$ cat src/rtl/gpi_pkg.sv
// Shared constants and types for the GPI input conditioner.
package gpi_pkg;

   localparam int unsigned GPI_WIDTH            = 8;
   localparam int unsigned GPI_DEBOUNCE_DEFAULT = 16;

   typedef logic [GPI_WIDTH-1:0] gpi_vec_t;

   // Debounce counter width: $clog2(n), but never narrower than one bit.
   function automatic int unsigned cnt_width(input int unsigned n);
      return (n <= 2) ? 1 : $clog2(n);
   endfunction

endpackage

$ cat src/rtl/gpi_debounce_bit.sv
// Single-bit two-flop synchroniser plus debounce counter and stable level.
// s_d is only generated when GPI_COND_EDGE_IRQ_EN is defined.
module gpi_debounce_bit
   import gpi_pkg::*;
#(
   parameter int unsigned DEBOUNCE_CYCLES = GPI_DEBOUNCE_DEFAULT
) (
   input  logic clk,
   input  logic rst,
   input  logic raw,
   output logic s,
   output logic s_d
);

   localparam int unsigned           CW      = cnt_width(DEBOUNCE_CYCLES);
   localparam logic [CW-1:0]         CNT_MAX = CW'(DEBOUNCE_CYCLES - 1);

   logic          sync1;
   logic          sync2;
   logic [CW-1:0] c;

   always_ff @(posedge clk) begin
      if (rst) begin
         sync1 <= 1'b0;
         sync2 <= 1'b0;
         s     <= 1'b0;
         c     <= '0;
      end else begin
         sync1 <= raw;
         sync2 <= sync1;
         // Any return to the stable level restarts the count.
         if (sync2 == s) begin
            c <= '0;
         end else if (c == CNT_MAX) begin
            s <= sync2;
            c <= '0;
         end else begin
            c <= c + 1'b1;
         end
      end
   end

`ifdef GPI_COND_EDGE_IRQ_EN
   always_ff @(posedge clk) begin
      if (rst) s_d <= 1'b0;
      else     s_d <= s;
   end
`else
   assign s_d = 1'b0;
`endif

endmodule

$ cat src/rtl/gpi_input_conditioner.sv
// Synchronise, debounce and edge-detect GPI pad inputs; optional sticky
// edge pending flags and irq when GPI_COND_EDGE_IRQ_EN is defined.
module gpi_input_conditioner
   import gpi_pkg::*;
#(
   parameter int unsigned WIDTH           = GPI_WIDTH,
   parameter int unsigned DEBOUNCE_CYCLES = GPI_DEBOUNCE_DEFAULT
) (
   input  logic             PCLK,
   input  logic             PRESET,
   input  logic [WIDTH-1:0] inport_raw,
   input  logic [WIDTH-1:0] rise_en,
   input  logic [WIDTH-1:0] fall_en,
   input  logic [WIDTH-1:0] pend_clr,
   output logic [WIDTH-1:0] inport_clean,
   output logic [WIDTH-1:0] rise_o,
   output logic [WIDTH-1:0] fall_o,
   output logic [WIDTH-1:0] pending,
   output logic             irq
);

   logic [WIDTH-1:0] stable;
   logic [WIDTH-1:0] stable_d;

   for (genvar i = 0; i < WIDTH; i++) begin : g_bit
      gpi_debounce_bit #(
         .DEBOUNCE_CYCLES(DEBOUNCE_CYCLES)
      ) u_db (
         .clk (PCLK),
         .rst (PRESET),
         .raw (inport_raw[i]),
         .s   (stable[i]),
         .s_d (stable_d[i])
      );
   end

   assign inport_clean = stable;

`ifdef GPI_COND_EDGE_IRQ_EN
   assign rise_o = stable & ~stable_d;
   assign fall_o = ~stable & stable_d;

   // A new edge event overrides a same-cycle clear.
   always_ff @(posedge PCLK) begin
      if (PRESET) pending <= '0;
      else        pending <= (pending & ~pend_clr) | (rise_o & rise_en) | (fall_o & fall_en);
   end

   assign irq = |pending;
`else
   logic unused_edge_inputs;

   assign rise_o  = '0;
   assign fall_o  = '0;
   assign pending = '0;
   assign irq     = 1'b0;
   assign unused_edge_inputs = ^{rise_en, fall_en, pend_clr, stable_d};
`endif

endmodule

$ cat config.mk
export PLATFORM = sky130hd
export DESIGN_NAME = gpi_input_conditioner
export DESIGN_NICKNAME = d
export VERILOG_FILES = /design/src/rtl/gpi_pkg.sv /design/src/rtl/gpi_debounce_bit.sv /design/src/rtl/gpi_input_conditioner.sv
export SDC_FILE = /design/constraint.sdc
export NUM_CORES = 1
export LEC_CHECK = 0
export CAP_MARGIN = 25
export CORE_UTILIZATION = 37
export CTS_BUF_LIST = sky130_fd_sc_hd__clkbuf_4 sky130_fd_sc_hd__clkbuf_8
export DETAILED_ROUTE_END_ITERATION = 6
export HOLD_SLACK_MARGIN = 0.05
export PLACE_DENSITY = 0.67
export SKIP_LAST_GASP = 1
export SYNTH_ARGS = -nofsm -noshare
export SYNTH_HDL_FRONTEND = slang
export SYNTH_SLANG_ARGS = --single-unit
$ cat constraint.sdc
create_clock -name PCLK -period 1.1 [get_ports PCLK]
set_input_delay 0.22 -clock PCLK [delete_from_list [all_inputs] [get_ports PCLK]]
set_output_delay 0.22 -clock PCLK [all_outputs]
set_load 0.02 [all_outputs]
==> results.md, run 1 <==
- Max-Cap Viols: 0
- H-Tree Depth: 2
- Die Y: ~81 um
- Most frequent cells in the layout: 40 x dfxtp_1, 32 x buf_4, 25 x conb_1
- LEAKAGE: about 0.0012 uW
- Cell family with most CP delay: simple AND/OR/NAND/NOR gates
- Global-route wire length before repair: about 5000 um
- TritonCTS clock tree: built
- Commonest non-fill, non-tap cell in the layout: dfxtp_1
- Capturing point of the worst reg2reg path: g_bit[1].u_db.c[1]
- Via/cell ratio: 3.99
- Slowest stage cell, crit path: or3_4
- Yosys warning total: 0
- Grt ovf: 0
- Syn avg cell area: between 10 and 15 um2
- Post-synth ARST share: 0%
- Layout Nets: just over 300
- Post-layout util: 48.8%
- Critical path arrival: between 1 and 1.5 ns
- Effective utilization at floorplan: 38.5%
- Fmax: approximately 0.82 GHz
- DP HPWL: approximately 2100 um
- Synth unique cells: 17
- CTS sink count: 56
- Sequential share of power: between 60% and 70%
- Max Slew Vio Count: 0
- Pre-Repair DR Iteration Count: 4
- CP bufs+invs: 0
- Largest net degree at the start of global routing: 23
- Startpoint types: flop
- Setup slack at placement: -0.335 ns
- R2R setup slack: -0.12 ns
- Ys flop type: dfxtp_1
- Internal power: roughly 2700 uW
- Violated checks: negative setup slack
- Final ANT Viol Nets: 0
- DR iter-0 viols: 23
- Cell Rows: 28
- Clock Latency Late Sink: approximately 0.30 ns
- Peak supply drop: 0.800 mV
- RSZ-0062 raised after global routing: yes
- Mapped Area: around 2300 um2
- Setup ws final: -0.122 ns
- # hold bufs at CTS: 0
- PwrDens: approximately 1200 nW/um2
- Total Wirelength: ~3000 um
- Clock power share: 33.4%
- Worst Setup End Kind: flop
- EDFF count, synth: 0
- Drt drc: 0
- Crit Reg-Reg Startpoint: g_bit[1].u_db.c[1]
- Critical path class: flop to flop
- Cells after synthesis: ~220
- Die width: between 80 and 90 um
- Required time worst endpoint: approximately 1.3 ns
- Hold_sp: g_bit[5].u_db.sync1
- Final Instance Area: just under 3000 um2
- Total GRT Usage: between 10% and 20%
- Layout cells sized above 1: 41.5%
- R2R cell count: 4
- Part of the power in combinational logic: around 6.3%
- Placer Congestion: between 0.6 and 0.7
- Total core area: a little under 6000 um2
- Final min period: approximately 1.2 ns
- Tcrit/Tclk final: 111%
- Avg WL per Cell: about 8.6 um
- Die ar.: 6520 um2
- Min-Delay Path Class: flop to flop
- Sw Pwr: 734 uW
- Area delta synth->final: 26.7%
- Filler instances: 567
- Clk slew on worst S/H paths: ~0.090 ns
- Crit path max fanout: 4
- Hold Path End: g_bit[5].u_db.sync2
- Slowest stage delay, CP: about 0.40 ns
- Critical-path cell list: ha_4 > and3_4 > or3_4 > nor2_1
- Outcome: complete, but fails checks
- Net Sw Frac: about a fifth
- Initial antenna violation count: 0
- CTS buffer count: 5
- CTS max path bufs: 2
- PortBufs: 17
- Final hold viol count: 0
- Multi-input gate area: approximately 1100 um2
- CTS Root Cell: clkbuf_8
- Setup Skew: 0.00334 ns
- Diode count: 0
- Seq. cell area: 1140 um2
- Synth Register Bits: 56
- Setup violators final: 32
- Vias in the first global route: ~1300
- Boundary Pins: 67
- Vias: around 1400
- Post-synthesis sequential area ratio: between 40% and 50%
- DP Area: around 2700 um2
- Power, Total: 3450 uW
- Hold path depth: 1
state kept, by name, indices dropped and copies added, names as in the netlist:
register	flops
g_bit.u_db.c	32
g_bit.u_db.s	8
g_bit.u_db.sync2	8
g_bit.u_db.sync1	8
stage by stage:
step	hold slack [ns]	std cells	TNS, ns
floorplan	0.345	245	-1.32
global placement	0.413	332	-12.58
detailed placement	0.418	332	-13.05
CTS	0.440	341	-2.98
global route	0.455	345	-3.91
finish	0.438	345	-2.48
per-layer routing:
metal  global-route usage (%)  vias up  share of wire, %
met5                        0        -                 0
met4                     5.89        0               1.8
met3                     3.15        5               5.5
met2                     18.1       29                48
met1                     10.6      608                45
li1                         -      736                 -
kinds of logic after synthesis:
kind of cell / synth area share, %
adder cells (fa/ha/maj): 4.36
buffers and inverters: 13.0
flip-flops: 48.9
XOR/XNOR: 9.16
multiplexers: 3.49
AND/OR/NAND/NOR: 21.0
other: 0.163
synth_stat cells, types with 7 or more instances:
library cell,n,area [um2]
xnor2_1,16,140
inv_1,8,30.0
mux2i_1,8,80.1
ha_1,8,100
nor2_1,40,150
or3_4,8,90.1
and3_4,8,90.1
and2b_1,9,67.6
nor2b_1,7,43.8
nand3_1,8,40.0
buf_4,33,248
dfxtp_1,56,1120
xor2_1,8,70.1
final cells by class:
cell class | count | area share (%)
Tap cell | 75 | 3.23
Sequential cell | 56 | 39.2
Inverter | 8 | 1.03
Timing Repair Buffer | 53 | 14.6
Multi-Input combinational cell | 145 | 38.6
Clock buffer | 8 | 3.36
worst max-delay path by stage:
| stage | startpoint | to | depth (start not counted) |
|---|---|---|---|
| floorplan | g_bit[3].u_db.c[0] | g_bit[3].u_db.c[0] | 4 |
| global placement | PRESET | g_bit[2].u_db.c[1] | 4 |
| detailed placement | PRESET | g_bit[4].u_db.c[1] | 4 |
| CTS | g_bit[1].u_db.c[1] | g_bit[1].u_db.c[1] | 4 |
| global route | g_bit[3].u_db.c[1] | g_bit[3].u_db.c[0] | 4 |
| finish | g_bit[1].u_db.c[1] | g_bit[1].u_db.c[1] | 4 |
what timing repair did:
action,CTS,global route
resized for setup,32,23
endpoints found under the setup margin,42,41
buffers inserted,1,4
pin swaps,8,8
power by group through the flow:
stage	Clock [uW]	Combinational, uW	Sequential, uW
after floorplan	0	214	2130
after global placement	0	208	2130
after detailed placement	0	210	2130
after CTS	1210	211	2080
after global routing	1280	241	2090
final	1150	216	2080
Note: power is estimated with default switching activity, not from simulation.
==> inputs of run 2 (changes only) <==
--- a/config.mk
+++ b/config.mk
@@ -10,7 +10,7 @@
 export CTS_BUF_LIST = sky130_fd_sc_hd__clkbuf_4 sky130_fd_sc_hd__clkbuf_8
 export DETAILED_ROUTE_END_ITERATION = 6
 export HOLD_SLACK_MARGIN = 0.05
-export PLACE_DENSITY = 0.67
+export PLACE_DENSITY = 0.73
 export SKIP_LAST_GASP = 1
 export SYNTH_ARGS = -nofsm -noshare
 export SYNTH_HDL_FRONTEND = slang
==> results.md, run 2 (synthesized netlist as in run 1, its figures left out) <==
- Critical-path cell list: ha_4 > and3_4 > or3_4 > nor2_1
- Total GRT Usage: 10.9% (+0.66 points)
- CTS Root Cell: clkbuf_8
- Vias in the first global route: 1331 (+5.1%)
- Drt drc: 0 (unchanged)
- PwrDens: 1180 nW/um2 (-0.30%)
- Initial antenna violation count: 0 (unchanged)
- Placer Congestion: 0.640 (-0.58%)
- Vias: 1419 (+3.0%)
- Sum Neg Setup Slack: -3.25 ns (-0.766 ns)
- Diode count: 0 (unchanged)
- H-Tree Depth: 2 (unchanged)
- Violated checks: negative setup slack
- Worst Setup End Kind: flop
- Final ANT Viol Nets: 0 (unchanged)
- Layout cells sized above 1: 40.8% (-0.67 points)
- Final min period: 1.23 ns (+0.00846 ns)
- Non-Filler Instances: 347 (+0.58%)
- CTS sink count: 56 (unchanged)
- # hold bufs at CTS: 0 (unchanged)
- Hold WS: 0.438 ns (+0.000274 ns)
- Setup violators final: 35 (+9.4%)
- Critical path arrival: 1.46 ns (about the same)
- Setup Skew: 0.00751 ns (+0.00418 ns)
- TritonCTS clock tree: built
- Total Wirelength: 3280 um (+9.9%)
- Largest net degree at the start of global routing: 20 (-13%)
- Peak supply drop: 0.762 mV (-4.7%)
- Crit path max fanout: 4 (unchanged)
- Global-route wire length before repair: 5330 um (+5.9%)
- Avg WL per Cell: 9.45 um (+9.3%)
- Slowest stage cell, crit path: or3_4
- Clock Latency Late Sink: 0.30 ns (about the same)
- Cell family with most CP delay: simple AND/OR/NAND/NOR gates
- CTS max path bufs: 2 (unchanged)
- Fmax: 0.813 GHz (-0.69%)
- Max-Cap Viols: 0 (unchanged)
- Critical path class: flop to flop
- Pre-Repair DR Iteration Count: 4 (unchanged)
- Filler instances: 554 (-2.3%)
- Slowest stage delay, CP: 0.40 ns (about the same)
- Setup ws final: -0.130 ns (-0.00846 ns)
- DR iter-0 viols: 23 (unchanged)
- Die width: 80.8 um (unchanged)
- Outcome: complete, but fails checks
- Tcrit/Tclk final: 112% (+0.77 points)
- Die Y: 80.8 um (unchanged)
- Area delta synth->final: 27.5%
- Commonest non-fill, non-tap cell in the layout: dfxtp_1
- Max reg flops: 32 (unchanged)
- DP HPWL: 2370 um (+10%)
- Most frequent cells in the layout: 40 x dfxtp_1, 34 x buf_4, 25 x conb_1
- Grt ovf: 0 (unchanged)
- Die ar.: 6520 um2 (unchanged)
- Cell Rows: 28 (unchanged)
- Total core area: 5960 um2 (unchanged)
- Boundary Pins: 67 (unchanged)
- Min-Delay Path Class: flop to flop
- Via/cell ratio: 4.09 (+2.4%)
- Power, Total: 3460 uW (+0.34%)
- Biggest register: g_bit.u_db.c
- Required time worst endpoint: 1.33 ns (about the same)
- RSZ-0062 raised after global routing: yes
- Layout Nets: 313 (+0.64%)
- CTS buffer count: 5 (unchanged)
- Cells after DPL: 331 (-0.30%)
- Post-layout util: 49.1% (+0.32 points)
- CP bufs+invs: 0 (unchanged)
- Seq. cell area: 1140 um2 (unchanged)
- Final hold viol count: 0 (unchanged)
- Clk slew on worst S/H paths: 0.09 ns (about the same)
- Startpoint types: flop
- LEAKAGE: 0.00118 uW (+1.7%)
- Multi-input gate area: 1120 um2 (-0.22%)
- Effective utilization at floorplan: 38.5% (unchanged)
- Max Slew Vio Count: 0 (unchanged)
- PortBufs: 17 (unchanged)
==> run 2: cell count changes in the layout (fill, tap and decap cells not counted) <==
| cell | change |
|---|---|
| buf_4 | +2 |
| buf_6 | +1 |
| clkbuf_2 | -1 |
| nor2_1 | +3 |
| nor2_2 | -4 |
| nor2_4 | +1 |
==> run 2: report_power, final <==
part | switching, uW | leakage, uW | internal [uW]
Combinational | 129 | 0.000667 | 93.1
Sequential | 19.4 | 0.000463 | 2060
Clock | 593 | 0.0000523 | 564
==> run 2: path summary, 6_finish.rpt <==
kind | startpoint | to | slack (ns) | cells after the start
worst max-delay path | g_bit[3].u_db.c[0] | g_bit[3].u_db.c[1] | -0.13 | 4
worst min-delay path | g_bit[5].u_db.sync1 | g_bit[5].u_db.sync2 | 0.44 | 1
worst max register to register | g_bit[3].u_db.c[0] | g_bit[3].u_db.c[1] | -0.13 | 4
worst min register to register | g_bit[5].u_db.sync1 | g_bit[5].u_db.sync2 | 0.44 | 1
==> run 2: area by class of cell <==
cell class / count / share of cell area, %
Multi-Input combinational cell: 145 / 38.2
Tap cell: 75 / 3.21
Sequential cell: 56 / 39.0
Inverter: 8 / 1.03
Clock buffer: 8 / 3.33
Timing Repair Buffer: 55 / 15.2
==> run 2: through the flow <==
step | cell area, um2 | setup slack [ns]
after floorplan | 2500 | -0.0550
after global placement | 2740 | -0.314
after detailed placement | 2740 | -0.334
after CTS | 2850 | -0.119
after global routing | 2930 | -0.165
final | 2930 | -0.130
==> run 2: layer usage <==
layer | track usage [%] | up-vias | routed length, um
li1 | - | 736 | -
met1 | 11.0 | 638 | 1400
met2 | 19.9 | 39 | 1630
met3 | 4.16 | 6 | 193
met4 | 4.29 | 0 | 53
met5 | 0 | - | 0
==> run 2: worst register-to-register path, stage by stage (launching register included) <==
cell and delay, ns:
dfxtp_2 0.34, ha_4 0.15, and3_4 0.17, or3_4 0.40, nor2_1 0.10
==> run 2: timing repair <==
item                                    CTS  global route
buffers inserted                          4             4
pin swaps                                 6             7
resized for setup                        35            21
endpoints found under the setup margin   47            42
hold endpoints to repair                  0             0
